$ cat src/rtl/seg7_scan_driver.sv
// Time-multiplexed 7-segment driver with frame-synchronous double buffering,
// programmable digit-slot prescaler and optional leading-zero blanking.
module seg7_scan_driver #(
    parameter int NUM_DIGITS = 4,
    parameter int CLK_DIV    = 50000,
    parameter int HEX_MODE   = 0
) (
    input  logic                    clk,
    input  logic                    rst,
    input  logic [4*NUM_DIGITS-1:0] bcd_in,
    input  logic [NUM_DIGITS-1:0]   dp_in,
    input  logic                    load,
    input  logic                    blank_lz,
    output logic [6:0]              seg,
    output logic                    dp,
    output logic [NUM_DIGITS-1:0]   an,
    output logic                    frame_done
);

    localparam int PW = $clog2(CLK_DIV);
    localparam int IW = $clog2(NUM_DIGITS);

    logic [PW-1:0]             presc_q, presc_d;
    logic [IW-1:0]             idx_q, idx_d;
    logic                      started_q, started_d;
    logic [4*NUM_DIGITS-1:0]   pend_code_q, pend_code_d;
    logic [NUM_DIGITS-1:0]     pend_dp_q, pend_dp_d;
    logic                      pend_valid_q, pend_valid_d;
    logic [4*NUM_DIGITS-1:0]   disp_code_q, disp_code_d;
    logic [NUM_DIGITS-1:0]     disp_dp_q, disp_dp_d;
    logic [6:0]                seg_q, seg_d;
    logic                      dp_q, dp_d;
    logic [NUM_DIGITS-1:0]     an_q, an_d;
    logic                      frame_done_q, frame_done_d;

    logic                      tick;
    logic                      boundary;
    logic [IW-1:0]             next_idx;
    logic [3:0]                cur_code;

    function automatic logic [6:0] decode(input logic [3:0] code);
        logic [6:0] s;
        case (code)
            4'd0:    s = 7'b1111110;
            4'd1:    s = 7'b0110000;
            4'd2:    s = 7'b1101101;
            4'd3:    s = 7'b1111001;
            4'd4:    s = 7'b0110011;
            4'd5:    s = 7'b1011011;
            4'd6:    s = 7'b1011111;
            4'd7:    s = 7'b1110010;
            4'd8:    s = 7'b1111111;
            4'd9:    s = 7'b1111011;
            4'd10:   s = (HEX_MODE != 0) ? 7'b1110111 : 7'b0000000;
            4'd11:   s = (HEX_MODE != 0) ? 7'b0011111 : 7'b0000000;
            4'd12:   s = (HEX_MODE != 0) ? 7'b1001110 : 7'b0000000;
            4'd13:   s = (HEX_MODE != 0) ? 7'b0111101 : 7'b0000000;
            4'd14:   s = (HEX_MODE != 0) ? 7'b1001111 : 7'b0000000;
            default: s = (HEX_MODE != 0) ? 7'b1000111 : 7'b0000000;
        endcase
        return s;
    endfunction

    // A digit is a leading zero when it and every more-significant digit is 0.
    function automatic logic is_leading_zero(input logic [4*NUM_DIGITS-1:0] codes,
                                             input logic [IW-1:0] k);
        logic upper_zero;
        upper_zero = 1'b1;
        for (int j = 0; j < NUM_DIGITS; j++) begin
            if (j >= int'(k) && codes[4*j +: 4] != 4'd0)
                upper_zero = 1'b0;
        end
        return (k != '0) && upper_zero;
    endfunction

    always_comb begin
        tick    = (presc_q == PW'(CLK_DIV - 1));
        presc_d = tick ? '0 : presc_q + PW'(1);

        // The first tick after reset starts the scan at digit 0.
        if (!started_q || idx_q == IW'(NUM_DIGITS - 1))
            next_idx = '0;
        else
            next_idx = idx_q + IW'(1);

        boundary  = tick && (next_idx == '0);
        idx_d     = tick ? next_idx : idx_q;
        started_d = started_q | tick;

        disp_code_d = (boundary && pend_valid_q) ? pend_code_q : disp_code_q;
        disp_dp_d   = (boundary && pend_valid_q) ? pend_dp_q   : disp_dp_q;

        pend_code_d = load ? bcd_in : pend_code_q;
        pend_dp_d   = load ? dp_in  : pend_dp_q;
        if (load)
            pend_valid_d = 1'b1;
        else if (boundary)
            pend_valid_d = 1'b0;
        else
            pend_valid_d = pend_valid_q;

        cur_code = disp_code_d[{next_idx, 2'b00} +: 4];
        seg_d    = seg_q;
        dp_d     = dp_q;
        an_d     = an_q;
        if (tick) begin
            seg_d = (blank_lz && is_leading_zero(disp_code_d, next_idx)) ? 7'b0000000
                                                                        : decode(cur_code);
            dp_d  = disp_dp_d[next_idx];
            an_d  = NUM_DIGITS'(1) << next_idx;
        end
        frame_done_d = boundary;
    end

    always_ff @(posedge clk or posedge rst) begin
        if (rst) begin
            presc_q      <= '0;
            idx_q        <= '0;
            started_q    <= 1'b0;
            pend_code_q  <= '0;
            pend_dp_q    <= '0;
            pend_valid_q <= 1'b0;
            disp_code_q  <= '0;
            disp_dp_q    <= '0;
            seg_q        <= '0;
            dp_q         <= 1'b0;
            an_q         <= '0;
            frame_done_q <= 1'b0;
        end else begin
            presc_q      <= presc_d;
            idx_q        <= idx_d;
            started_q    <= started_d;
            pend_code_q  <= pend_code_d;
            pend_dp_q    <= pend_dp_d;
            pend_valid_q <= pend_valid_d;
            disp_code_q  <= disp_code_d;
            disp_dp_q    <= disp_dp_d;
            seg_q        <= seg_d;
            dp_q         <= dp_d;
            an_q         <= an_d;
            frame_done_q <= frame_done_d;
        end
    end

    assign seg        = seg_q;
    assign dp         = dp_q;
    assign an         = an_q;
    assign frame_done = frame_done_q;

endmodule

$ cat config.mk
export PLATFORM = sky130hd
export DESIGN_NAME = seg7_scan_driver
export DESIGN_NICKNAME = d
export VERILOG_FILES = /design/src/rtl/seg7_scan_driver.sv
export SDC_FILE = /design/constraint.sdc
export NUM_CORES = 1
export LEC_CHECK = 0
export CORE_MARGIN = 2
export CORE_UTILIZATION = 58
export CTS_BUF_LIST = sky130_fd_sc_hd__clkbuf_4
export DETAILED_ROUTE_END_ITERATION = 10
export PLACE_DENSITY_LB_ADDON = 0.15
export SLEW_MARGIN = 30
export SYNTH_ARGS = -nofsm -noshare
export SYNTH_HDL_FRONTEND = slang
export SYNTH_SLANG_ARGS = --single-unit
$ cat constraint.sdc
create_clock -name clk -period 2.9 [get_ports clk]
set_input_delay 0.58 -clock clk [delete_from_list [all_inputs] [get_ports clk]]
set_output_delay 0.58 -clock clk [all_outputs]
set_load 0.01 [all_outputs]
After elaboration in Yosys (flattened, before gate mapping). Memories as Yosys holds them, arrays and structs flattened. Index checks and enable logic that the tools add are counted.

Bits in registers: 73. Bits in read-only memories: 112. Input bits: 24. Memories kept: 1.

Memories: (name not given) (depth 16, bits a word 7, rd ports 1, clocked after Yosys merged registers in 0, write ports 0, RTL line 43) `case (code)`.

Add/subtract/negate cells: 2. Order comparisons: 4. Equality and inequality tests: 2. Shift operators: 2. Muxes and demuxes: 14. Bitwise operators: 1. Reductions and logical operators: 16.

Operators by type and width (count): two-way mux 16 bit (2); adder 16 x 1 -> 16 bit, second input constant (1); equality test 16 bit, second input constant (1); nonzero test 4 bit (4); indexed part select 16 x 5 -> 4 bit (1); two-way mux 1 bit (8); logical AND 1 bit (7); two-way mux 7 bit (1); greater-or-equal comparator 1 x 2 -> 1 bit, first input constant (2); two-way mux 4 bit (1); nonzero test 2 bit (2); left shift 1 x 2 -> 4 bit, first input constant (1); < comparator 2 x 3 -> 1 bit, second input constant (1); adder 2 x 1 -> 2 bit, second input constant (1); binary-select mux 1 bit (select 2 bit) (1); equality test 2 bit, second input constant (1); greater-or-equal comparator 2 bit, first input constant (1); zero test 2 bit (1); two-way mux 2 bit (1); zero test 1 bit (1); logical OR 1 bit (1); bitwise OR 1 bit (1).

Logic depth before layout (Yosys ltp).
Depth in word-level cells: 17. Depth in mapped cells: 12. Gate-level depth less buffers: 10.

Least setup slack after synthesis. Ideal clock, no wire load.

Path type: flip-flop to flip-flop. From: register idx_q[0]. To: register seg_q[6] (netlist: seg[6]). Library setup time: 0.086 ns. Data arrival time: 2.600 ns. Path slack: 0.214 ns. Cell stages (with the launch flop): 12. Path buffers: 2. Path through: dfrtp_1 > ha_1 > nand2b_1 > clkbuf_1 > a21oi_1 > nand2_1 > buf_2 > mux2i_1 > inv_1 > ha_1 > mux2_1 > a32oi_1.

Cells in the longest elaborated chain, start to end: 17.

RTL lines: start: declaration (RTL line 24) `logic [IW-1:0] idx_q, idx_d;`; start signal: assignment (RTL line 131) `idx_q <= idx_d;`; parallel branches: the longest is 2 deep, another holds adder 2 x 1 -> 2 bit; two-way mux 2 bit (*) (RTL line 81) `if (!started_q || idx_q == IW'(NUM_DIGITS - 1))`; parallel branches: the longest is 13 deep, another holds memory (16 x 7 bit); two-way mux 7 bit (*) (RTL line 107) `seg_d = (blank_lz && is_leading_zero(disp_code_d, next_idx)) ? 7'b0000000`; end signal: assignment (RTL line 138) `seg_q <= seg_d;`; end: declaration (RTL line 31) `logic [6:0] seg_q, seg_d;`.

Mark *: on every way between the ends. The select of a mux whose other input is x is not followed. A chain may end at the register's enable or synchronous reset.

Final worst setup path.
From: register presc_q[11]. To: register seg_q[6] (netlist: seg[6]).

Cells in the longest elaborated chain, start to end: 14.

RTL lines: start: declaration (RTL line 23) `logic [PW-1:0] presc_q, presc_d;`; start signal: assignment (RTL line 130) `presc_q <= presc_d;`; equality test 16 bit (*) (RTL line 77) `tick = (presc_q == PW'(CLK_DIV - 1));`; parallel branches: the longest is 13 deep, another holds memory (16 x 7 bit).

Marked as above.

==> results.cfg <==
[clock_tree]
cts_buffer_depth = 2
cts_max_level = 3
cts.clk_slew.worst_paths_ns = 0.12
cts_tree = done
clock-root-buffer = clkbuf_4
clock-sinks = 73
cts_hold_buffers = 0
post_cts_resized = 0
postCtsSetupBuffers = 0
cts_buffers = 9
clkLatencyLatePin_ns = 0.43

[power_and_ir_drop]
comb_power_share = 0.050
pwr-share-seq = 0.586
total_power_uw = 1819
cellLeakagePower_uw = 0.001926
p_clk_frac = 0.364
p_sw_uw = 447.9
internal_power_uw = 1371
power-per-cell-area_nw_per_um2 = 438.0
ir_drop_mv = 0.3859
power.share.switching = 0.2462

[sta]
drv_slew = 0
tightest_slew_ns = 0.5344
timing.slew.headroom = 0.6437
grt_setup_unrepaired = no
timing.final.ws_setup_ns = 0.2267
min_period_ns = 2.673
fin_worst_skew_ns = 0.02110
fmax_ghz = 0.3741
setup_tns_ns = 0
setup_viol = 0
hold_viol = 0
fin_crit_sh = 0.9218
worst_hold_slack_ns = 0.4654

[global_routing]
grt_pass1_wl_mm = 12.47
grt-ovfl-total = 0
grt_max_degree = 74
antenna_found_initial = 0
grt_usage = 0.2496
grt_pass1_vias = 2555

[detailed_routing]
vias_per_cell = 5.729
wl_per_cell_um = 15.99
via_count = 2647
drc_errors = 0
wl_mm = 7.387
drt_pass1_iterations = 5
antenna_left = 0
first_iter_violations = 259

[logic_synthesis]
synth_common_cells = nand2_1 (84), dfrtp_1 (73), mux2_2 (24), nor2_1 (13), clkbuf_1 (11)
ys_types = 61
synth_ff_type = dfrtp_1
synth_most_common_cell = nand2_1
ys_warn_count = 0
synth-async-reset-ratio = 1.000
synth_fp_nets = 365
yosys-top-cells-area = dfrtp_1 (52%), nand2_1 (9.0%), mux2_2 (7.7%)
ys_seq_area_frac = 0.5220
synth_top_cell_area_share = 0.5220
synth_top_cell_by_area = dfrtp_1
ys_ff_latch = 73
synth_edf_count = 0
syn_area_um2 = 3500
synth_cells = 335
avgSynthCellArea_um2 = 10.45

[critical_path]
critPathCaptureType = register
cp_data_required_time_ns = 3.24
startpoint_type = register
critical_path_class = reg -> reg
cp_max_fo = 10
worstPathArrival_ns = 3.01

[placement]
place_hpwl_mm = 5.201
routabilityCongestion = 0.9114
port_buffers = 36
place_ws_ns = 0.2324

[die]
rows = 28
start_util = 0.5946
ioPinCount = 37
die_w_um = 81.68
die_area_um2 = 6671
coreArea_um2 = 5886
fp.dieH_um = 81.68

[cells_and_area]
syn_to_final_growth_pct = 18.66
n_fill_cell = 460
drive_gt1_frac = 0.1731
n_antenna_cell = 0
layout.nets = 412
utilization = 0.7056

[min_path]
hold_path.class = reg -> reg

[flow_run]
maxCapViolations = 0

[run_status]
outcome = completed
sequential cells by signal, indices dropped and copies added (netlist names):
| name | flops |
|---|---|
| frame_done | 1 |
| an | 4 |
| pend_code_q | 16 |
| seg | 7 |
| dp | 1 |
| started_q | 1 |
| disp_code_q | 16 |
| presc_q | 16 |
| disp_dp_q | 4 |
| idx_q | 2 |
| pend_dp_q | 4 |
| pend_valid_q | 1 |
through the flow:
stage          cell area [um^2]  std cells
2_1_floorplan              3500        335
3_3_place_gp               4006        446
3_5_place_dp               4006        446
4_1_cts                    4153        462
5_1_grt                    4153        462
6_report                   4153        462
power by group through the flow:
| stage | Clock, uW | Sequential [uW] | Combinational, uW |
|---|---|---|---|
| 2_1_floorplan | 0 | 1080 | 49.5 |
| 3_3_place_gp | 0 | 1080 | 90.9 |
| 3_5_place_dp | 0 | 1090 | 94.1 |
| 4_1_cts | 674 | 1070 | 94.3 |
| 5_1_grt | 718 | 1070 | 102 |
| 6_report | 662 | 1070 | 91.4 |
layout by cell type, fill, tap and decap left out, drive strengths merged, types with 3 or more instances in the layout:
| cell | count |
|---|---|
| a211oi | 5 |
| ha | 6 |
| nor2 | 14 |
| xor2 | 9 |
| nand2 | 84 |
| inv | 8 |
| buf | 13 |
| nor4 | 4 |
| o221ai | 3 |
| clkinvlp | 3 |
| a21oi | 5 |
| o21ai | 12 |
| or3 | 3 |
| nand3 | 9 |
| mux2 | 26 |
| clkbuf | 9 |
| nand4 | 6 |
| o31ai | 5 |
| xnor2 | 3 |
| mux2i | 3 |
| clkdlybuf4s50 | 36 |
| nand2b | 3 |
| dfrtp | 73 |
| nor2b | 4 |
| nor3 | 4 |
critical path: stages, from the launching register on:
cell and delay [ns]:
dfrtp_1 0.46, or4b_4 0.58, or3_4 0.43, nor2_4 0.27, a21oi_2 0.15, ha_1 0.24, mux2_1 0.31, a32oi_1 0.16
area by class of cell:
type	instances	area [um^2]	share of cell area
clock inverters	7	78.83	0.01898
flip-flops and latches	73	1827	0.4399
well taps	75	93.84	0.02260
clock buffers	9	67.56	0.01627
inverters	6	22.52	0.005423
repair buffers	49	470.5	0.1133
multi-input cells	243	1593	0.3836
worst paths after layout:
kind,startpoint,end,slack (ns),cells after the start
max,presc_q[11],seg[6],0.23,7
min,presc_q[0],presc_q[0],0.47,1
max reg2reg,presc_q[11],seg[6],0.23,7
min reg2reg,presc_q[0],presc_q[0],0.47,1
max in group asynchronous,rst,presc_q[6],2.04,3
min in group asynchronous,rst,disp_code_q[2],0.53,3
routing by layer:
layer	global-route usage	wire length, um	vias to the layer above	part of all wire
li1	-	-	1283	-
met1	0.3565	3427	1280	0.46
met2	0.3738	3469	72	0.47
met3	0.04286	340	12	0.046
met4	0.1150	150	0	0.020
met5	0	0	-	0
cell families after synthesis:
family / after synthesis / share of synthesized area
compound gates: 50 / 0.1051
xor+xnor: 12 / 0.03003
fa+ha+maj: 7 / 0.02431
buf+inv: 19 / 0.02288
flops: 73 / 0.5220
mux: 29 / 0.09331
simple gates: 145 / 0.2024
Note: power is estimated with default switching activity, not from simulation.
